`src/rtl/ld_imm_sequencer.sv`:
```
// -----------------------------------------------------------------------------
// ld_imm_sequencer
// Microcode sequencer for the immediate-load instruction family:
//   LD r,d8   (mode 2'b00) : one PC read, byte written to Dest_Lo
//   LD (HL),d8(mode 2'b01) : PC read into temp, then temp written to (HL)
//   LD rr,d16 (mode 2'b10) : two PC reads, low byte to Dest_Lo, high to Dest_Hi
//   mode 2'b11             : illegal, one-cycle o_Illegal pulse
// The block keeps its own T-step counter and M-cycle state and decodes the
// bus/register strobes from them. Each M-cycle lasts STEPS T-steps: the
// address is driven at ADDR_STEP and data moves at DATA_STEP (= STEPS-1).
//
// Optional feature: define LD_IMM_WAIT_EN to let i_Mem_Ready=0 stall the
// sequence at DATA_STEP. Without it i_Mem_Ready is ignored.
//
// Ports
//   i_Clk, i_Rst_n     clock, synchronous active-low reset
//   i_Start            one-cycle start pulse from the decoder
//   i_Mode             instruction variant (see above)
//   i_Dest_Lo/Hi       one-hot destination registers, latched at start
//   i_Mem_Ready        memory ready (only with LD_IMM_WAIT_EN)
//   o_Busy, o_M_Cycle  sequence status (M-cycle 0 idle, 1..2)
//   o_Address_Out, o_Addr_Sel, o_PC_Inc           address-side strobes
//   o_Bus_In, o_Bus_Out                           data bus direction
//   o_Write8, o_Temp_Write, o_Move_Reg            register-side strobes
//   o_IR_Fetch         request next opcode fetch (last data step)
//   o_Illegal          one-cycle pulse for mode 2'b11
// -----------------------------------------------------------------------------
module ld_imm_sequencer #(
    parameter int NUM_REGS  = 8,
    parameter int STEPS     = 4,
    parameter int ADDR_STEP = 1,
    parameter int DATA_STEP = 3
) (
    input  logic                i_Clk,
    input  logic                i_Rst_n,
    input  logic                i_Start,
    input  logic [1:0]          i_Mode,
    input  logic [NUM_REGS-1:0] i_Dest_Lo,
    input  logic [NUM_REGS-1:0] i_Dest_Hi,
    input  logic                i_Mem_Ready,
    output logic                o_Busy,
    output logic [1:0]          o_M_Cycle,
    output logic                o_Address_Out,
    output logic                o_Addr_Sel,
    output logic                o_PC_Inc,
    output logic                o_Bus_In,
    output logic                o_Bus_Out,
    output logic [NUM_REGS-1:0] o_Write8,
    output logic                o_Temp_Write,
    output logic                o_Move_Reg,
    output logic                o_IR_Fetch,
    output logic                o_Illegal
);

    localparam int TW = (STEPS > 1) ? $clog2(STEPS) : 1;
    localparam logic [TW-1:0] ADDR_T = TW'(ADDR_STEP);
    localparam logic [TW-1:0] DATA_T = TW'(DATA_STEP);

    typedef enum logic [2:0] {
        S_IDLE    = 3'd0,
        S_IMM_LO  = 3'd1,
        S_IMM_HI  = 3'd2,
        S_MEM_WR  = 3'd3,
        S_ILLEGAL = 3'd4
    } state_t;

    state_t              r_state;
    state_t              w_state_nxt;
    logic [TW-1:0]       r_t;
    logic [TW-1:0]       w_t_nxt;
    logic [1:0]          r_mode;
    logic [NUM_REGS-1:0] r_dest_lo;
    logic [NUM_REGS-1:0] r_dest_hi;

    logic w_accept;
    logic w_active;
    logic w_addr_step;
    logic w_data_step;
    logic w_ready;

`ifdef LD_IMM_WAIT_EN
    assign w_ready = i_Mem_Ready;
`else
    // Ready is deliberately ignored here; the OR keeps the port referenced.
    assign w_ready = 1'b1 | i_Mem_Ready;
`endif

    // Starts are only taken from IDLE, so busy and illegal cycles drop them.
    assign w_accept    = (r_state == S_IDLE) && i_Start;
    assign w_active    = (r_state == S_IMM_LO) || (r_state == S_IMM_HI) ||
                         (r_state == S_MEM_WR);
    assign w_addr_step = (r_t == ADDR_T);
    assign w_data_step = (r_t == DATA_T);

    // State, T-step and latched instruction fields.
    always_ff @(posedge i_Clk) begin
        if (!i_Rst_n) begin
            r_state   <= S_IDLE;
            r_t       <= '0;
            r_mode    <= 2'b00;
            r_dest_lo <= '0;
            r_dest_hi <= '0;
        end else begin
            r_state <= w_state_nxt;
            r_t     <= w_t_nxt;
            if (w_accept) begin
                r_mode    <= i_Mode;
                r_dest_lo <= i_Dest_Lo;
                r_dest_hi <= i_Dest_Hi;
            end else begin
                r_mode    <= r_mode;
                r_dest_lo <= r_dest_lo;
                r_dest_hi <= r_dest_hi;
            end
        end
    end

    // Next-state, T-step advance and strobe decode.
    always_comb begin
        w_state_nxt   = r_state;
        w_t_nxt       = r_t;
        o_Busy        = 1'b0;
        o_M_Cycle     = 2'd0;
        o_Address_Out = 1'b0;
        o_Addr_Sel    = 1'b0;
        o_PC_Inc      = 1'b0;
        o_Bus_In      = 1'b0;
        o_Bus_Out     = 1'b0;
        o_Write8      = '0;
        o_Temp_Write  = 1'b0;
        o_Move_Reg    = 1'b0;
        o_IR_Fetch    = 1'b0;
        o_Illegal     = 1'b0;

        if (i_Rst_n) begin
            case (r_state)
                S_IDLE: begin
                    if (i_Start) begin
                        if (i_Mode == 2'b11) begin
                            w_state_nxt = S_ILLEGAL;
                        end else begin
                            w_state_nxt = S_IMM_LO;
                        end
                    end else begin
                        w_state_nxt = S_IDLE;
                    end
                end
                S_IMM_LO: begin
                    o_Busy        = 1'b1;
                    o_M_Cycle     = 2'd1;
                    o_Address_Out = w_addr_step;
                    o_PC_Inc      = w_addr_step;
                    o_Bus_In      = w_data_step;
                    // Register-side strobes fire only on the ready data step.
                    if (w_data_step && w_ready) begin
                        case (r_mode)
                            2'b00: begin
                                o_Write8    = r_dest_lo;
                                o_IR_Fetch  = 1'b1;
                                w_state_nxt = S_IDLE;
                            end
                            2'b01: begin
                                o_Temp_Write = 1'b1;
                                w_state_nxt  = S_MEM_WR;
                            end
                            2'b10: begin
                                o_Write8    = r_dest_lo;
                                w_state_nxt = S_IMM_HI;
                            end
                            default: begin
                                w_state_nxt = S_IDLE;
                            end
                        endcase
                    end else begin
                        w_state_nxt = S_IMM_LO;
                    end
                end
                S_IMM_HI: begin
                    o_Busy        = 1'b1;
                    o_M_Cycle     = 2'd2;
                    o_Address_Out = w_addr_step;
                    o_PC_Inc      = w_addr_step;
                    o_Bus_In      = w_data_step;
                    if (w_data_step && w_ready) begin
                        o_Write8    = r_dest_hi;
                        o_IR_Fetch  = 1'b1;
                        w_state_nxt = S_IDLE;
                    end else begin
                        w_state_nxt = S_IMM_HI;
                    end
                end
                S_MEM_WR: begin
                    o_Busy        = 1'b1;
                    o_M_Cycle     = 2'd2;
                    o_Addr_Sel    = 1'b1;
                    o_Address_Out = w_addr_step;
                    o_Bus_Out     = w_data_step;
                    o_Move_Reg    = w_data_step;
                    if (w_data_step && w_ready) begin
                        o_IR_Fetch  = 1'b1;
                        w_state_nxt = S_IDLE;
                    end else begin
                        w_state_nxt = S_MEM_WR;
                    end
                end
                S_ILLEGAL: begin
                    o_Illegal   = 1'b1;
                    w_state_nxt = S_IDLE;
                end
                default: begin
                    w_state_nxt = S_IDLE;
                end
            endcase

            // T-step wraps at the data step; an unready data step holds it.
            if (w_active) begin
                if (w_data_step) begin
                    if (w_ready) begin
                        w_t_nxt = '0;
                    end else begin
                        w_t_nxt = r_t;
                    end
                end else begin
                    w_t_nxt = r_t + TW'(1);
                end
            end else begin
                w_t_nxt = '0;
            end
        end else begin
            // Reset cycle: all strobes stay low and the sequence is dropped.
            w_state_nxt = S_IDLE;
            w_t_nxt     = '0;
        end
    end

endmodule
```
`config.mk`:
```
export PLATFORM = sky130hd
export DESIGN_NAME = ld_imm_sequencer
export DESIGN_NICKNAME = d
export VERILOG_FILES = /design/src/rtl/ld_imm_sequencer.sv
export SDC_FILE = /design/constraint.sdc
export NUM_CORES = 1
export LEC_CHECK = 0
export ABC_AREA = 1
export BUFFER_PORTS_ARGS = -buffer_cell sky130_fd_sc_hd__buf_2
export CORE_MARGIN = 2
export CORE_UTILIZATION = 40
export CTS_BUF_LIST = sky130_fd_sc_hd__clkbuf_16
export DETAILED_ROUTE_END_ITERATION = 6
export PLACE_DENSITY = 0.77
export SYNTH_ARGS = -nofsm -noshare
export SYNTH_HDL_FRONTEND = slang
export SYNTH_SLANG_ARGS = --single-unit
export TNS_END_PERCENT = 10
```
`constraint.sdc`:
```
create_clock -name i_Clk -period 2.7 [get_ports i_Clk]
set_clock_uncertainty 0.2 [all_clocks]
set_input_delay 0.27 -clock i_Clk [delete_from_list [all_inputs] [get_ports i_Clk]]
set_output_delay 0.27 -clock i_Clk [all_outputs]
set_load 0.05 [all_outputs]
```
Word level (Yosys, flattened, before mapping)
Cells that the tools add are included.
Widths: inputs -> output; s select.
- flip-flop bits (word level): 23
- input bits: 22
- logic and storage cells: 64
- add/sub/neg operators: 1
- equality and inequality tests: 9
- multiplexer cells: 37
- bitwise logic cells: 2
- reduce and logical (&&, ||, !) cells: 10
- operators by type and width (operator ; number):
    $mux 8 ; 4
    $mux 1 ; 22
    $pmux 8 s2 ; 1
    $pmux 3 s4 ; 1
    $mux 3 ; 3
    $pmux 2 s2 ; 2
    $eq 2x2->1 const B ; 3
    $eq 3x2->1 const B ; 2
    $mux 2 ; 3
    $reduce_or 2->1 ; 3
    $reduce_or 3->1 ; 2
    $eq 2x1->1 const B ; 2
    $eq 3x1->1 const B ; 1
    $eq 3x3->1 const B ; 1
    $logic_not 3->1 ; 1
    $add 2x1->2 const B ; 1
    $logic_not 2->1 ; 1
    $logic_or 1x1->1 ; 2
    $not 1->1 ; 2
    $pmux 1 s2 ; 1
    $logic_and 1x1->1 ; 1

Longest topological paths before layout
- word-level depth: 6
- gate-level depth with buffers: 8
- mapped depth without buffers: 8

Worst setup path after synthesis
OpenSTA, ideal clock, no wires.
- path type: reg2out
- start point: register r_t[0]
- end point: output port o_Move_Reg
- data arrival time: 1.875 ns
- data required time: 2.230 ns
- path slack: 0.355 ns
- stages on the path, launching flop included: 6
- cells stage by stage: dfxtp_1 ha_1 nand2_1 clkbuf_1 nor2_1 buf_4
- cells in the longest elaborated chain, start to end: 3
- ends and longest elaborated chain (element ; RTL line ; RTL):
    start, declared ; 69 ; logic [TW-1:0] r_t;
    start signal, assigned ; 105 ; r_t <= w_t_nxt;
    $eq 2x2->1 ; 93 ; assign w_data_step = (r_t == DATA_T);
    $mux 1 (2 in series) ; n/a ;
    end, declared ; 50 ; output logic o_Move_Reg,
No other way between the ends.

Worst setup path after layout
- start point: register r_mode[0]
- end point: output port o_Write8[1]
- cells in the longest elaborated chain, start to end: 6
- elaborated cells between the ends (all ways): 7
- ends and longest elaborated chain (element ; RTL line ; RTL):
    start, declared ; 71 ; logic [1:0] r_mode;
    start signal, assigned ; 107 ; r_mode <= i_Mode;
    start signal, assigned ; 111 ; r_mode <= r_mode;
    $eq 2x2->1 / $logic_not 2->1 (equally long branches) ; 156 ; case (r_mode)
    $reduce_or 2->1 (no line) * ; n/a ;
    $mux 8 * ; 156 ;
    $mux 8 * ; 155 ; if (w_data_step && w_ready) begin
    $pmux 8 s2 * ; 136 ; case (r_state)
    $mux 8 * ; 135 ; if (i_Rst_n) begin
    end, declared ; 48 ; output logic [NUM_REGS-1:0] o_Write8,
Mark *: on every way between the ends. The rest lies on a longest branch, timed or not.

==> impl_metrics.csv <==
group,metric,value,unit
outcome,run_status,"finished, final reports clean",
setup_path,crit_path_end_kind,"output pin",
place,port_buffers,40,
routing,via_count,1226,
finish,final_layout_size_suffix_gt1_share,27.7,%
die,design.core.area,0.00303,mm²
die,floorplan.die.height,60.0,µm
finish,utilization,50.9,%
routing,drt-wirelength-per-cell,10.2,µm
setup_path,timing.reg2reg.worst_path_depth,5,
synth,post-synth-top-area-fraction,36.7,%
synth,post_synth_xor_area_fraction,0,%
timing,final.setup.tns,0,ns
min_path,worst_hold_path_type,"input pin to flip-flop",
run,max_cap_viol_count,0,
setup_path,critical_path.startpoint_type,"flip-flop",
synth,syn-instance-count,187,
routing,wl_met1,1.22,mm
finish,multi_input_gate_area_in_the_final_layout,644,µm²
timing,finalHoldViolations,0,
place,placedCellCount,264,
die,io-pin-count,42,
pwr,netSwitchingPower,233,µW
clock_network,worst_setup_hold_path_clk_slew,0.06,ns
global_route,grt_remaining_overflow,0,
routing,ant_nets,0,
synth,synth_area_per_cell,6.72,µm²
clock_network,cts_inserted_buffers,3,
min_path,min_path_cells,3,
setup_path,worstPathMaxFanout,8,
synth,sequential_area_share_after_synthesis,36.7,%
synth,largest_family_of_logic_cells_by_synthesized_area,"simple AND/OR/NAND/NOR gates",
timing,post-route-period-util,86.3,%
die,num_rows,20,
finish,most_frequent_standard_cell_in_the_layout_excluding_fill_and_tap_cells,"nor2_1",
pwr,power.share.switching,27.4,%
routing,drt-initial-drc-count,26,
timing,worst-slew-pin-transition,0.512,ns
die,design.die.area,0.00360,mm²
die,floorplan.initialDensity,41.5,%
routing,drt_first_pass_iters,4,
timing,timing_max_transition_violations_final,0,
routing,routed_vias_inst,4.57,
global_route,antenna_found_initial,0,
routing,detail_route.drc_violations,0,
finish,final.fill_count,321,
clock_network,worst_skew_pair.late_latency,0.26,ns
finish,signed_area_change_from_the_synthesized_netlist_to_the_final_layout,22.6,%
timing,finalSetupViolations,0,
pwr,power_frac_comb,15.9,%
setup_path,criticalPathCategory,"flip-flop to output pin",
finish,post_layout_nonfiller_instances,268,
synth,netlist_top_cells_area,"dfxtp_1, nor2_1, nand2_1",
die,die_x,60.0,µm
routing,dr_wl_met2,1.32,mm
setup_path,critical_path_required,2.23,ns
pwr,p_leak,0.000722,µW
global_route,grt_pass1_vias,1118,
synth,synth_cell_types,21,
finish,num-nets-final,253,
synth,syn_area,0.00126,mm²
pwr,power_frac_clock,38.7,%
timing,rsz0062_at_grt,"false",
finish,insertedDiodeCount,0,
clock_network,tritoncts_clock_tree,"built",
clock_network,cts_htree_levels,1,
finish,sequential_cell_area,460,µm²
synth,yosys.area_share.simple,34.2,%
routing,top_layer,"met4",
pwr,cellPowerDensity,552,mW/mm²
timing,slew_headroom,65.8,%
synth,post-synth-top-area-cell,"dfxtp_1",
synth,synth_compound_area_share,11.2,%
clock_network,clock-root-buffer,"clkbuf_16",
clock_network,clock_sinks,23,
pwr,worst_ir_drop_vdd,0.214,mV
synth,synth.area.mux_share,0,%
place,placed_area,0.00146,mm²
global_route,grt_first_pass_wirelength,4.59,mm
pwr,internal_power,617,µW
clock_network,clockBufferDepth,2,
place,dp_hpwl,1.99,mm
timing,timing.final.crit_period,2.33,ns
global_route,global_route.usage.total,17.1,%
place,gp_congestion,0.828,
global_route,grt_start_max_net_pins,24,
clock_network,cts_hold_buf,0,
synth,synth_fa_ha_area_share,5.98,%
finish,layout.cell_area.non_filler,0.00154,mm²
pwr,pwr-share-seq,45.4,%
synth,ys_ff_latch,23,
finish,most-common-layout-cells,"nor2_1, buf_2, nand2_1",
synth,mappedNetlistNets,215,
routing,wirelength,2.73,mm
setup_path,cp_data_arrival_time,1.86,ns
clock_network,postCtsSetupBuffers,0,
synth,yosys_warnings,0,
routing,wl_met3,158,µm
clock_network,cts_resized,0,
timing,max_freq,429,MHz
-- power groups by stage --
| stage | registers, µW | logic [µW] | clock network (µW) |
|---|---|---|---|
| finish | 386 | 135 | 329 |
| CTS | 386 | 137 | 337 |
| global placement | 393 | 134 | 0 |
| detailed placement | 394 | 136 | 0 |
| global route | 390 | 157 | 353 |
| floorplan | 390 | 110 | 0 |
-- layout make-up --
type | count | area share (%)
clock inverter | 1 | 0.487
sequential | 23 | 29.9
clock buffer | 3 | 4.87
multi-input combinational | 133 | 41.8
timing repair buffer | 40 | 13.0
tap | 44 | 3.57
inverter | 24 | 6.34
-- metal layers --
| metal | vias to the layer above | GRT usage (%) |
|---|---|---|
| met2 | 39 | 30.0 |
| met1 | 536 | 20.4 |
| met4 | 0 | 6.67 |
| met3 | 5 | 3.03 |
| li1 | 646 | - |
| met5 | - | 0 |
-- state kept, by name, summed over array words and instances, names as in the netlist --
register / flops
r_mode: 2
r_dest_hi: 8
r_state: 3
r_t: 2
r_dest_lo: 8
-- critical path: stages, from the launching register on --
cell	delay (ns)
dfxtp_1	0.40
inv_1	0.09
ha_1	0.22
nor2_1	0.42
nor2_1	0.08
nand2_1	0.08
a21oi_1	0.07
buf_2	0.23
-- final timing paths --
check                    startpoint                        end  slack, ns
max          r_mode[0]$_SDFFE_PN0P_                o_Write8[1]       0.37
min                    i_Dest_Hi[7]  r_dest_hi[7]$_SDFFE_PN0P_       0.06
max reg2reg   r_state[1]$_SDFF_PN0_  r_dest_lo[1]$_SDFFE_PN0P_       1.23
min reg2reg       r_t[0]$_SDFF_PP0_          r_t[0]$_SDFF_PP0_       0.25
-- stage by stage --
| step | power (µW) | hold slack, ns | setup slack [ns] |
|---|---|---|---|
| finish | 849 | 0.0561 | 0.371 |
| global placement | 527 | 0.235 | 0.697 |
| CTS | 859 | 0.0575 | 0.350 |
| global route | 900 | 0.0705 | 0.187 |
| floorplan | 500 | 0.219 | 0.355 |
| detailed placement | 529 | 0.247 | 0.661 |
-- logic make-up after synthesis --
logic type | after synthesis
compound gates | 28
flops | 23
buf+inv | 31
fa+ha+maj | 6
simple gates | 99
-- synthesized netlist by cell type, drive strengths merged --
library cell,n
nor2,59
nand2,31
inv,24
dfxtp,23
o21ai,19
a21oi,9
ha,6
buf,5
nor3,4
nand3,3
clkbuf,2
nand4,1
nor3b,1
Power figures use the tool's default switching activity.
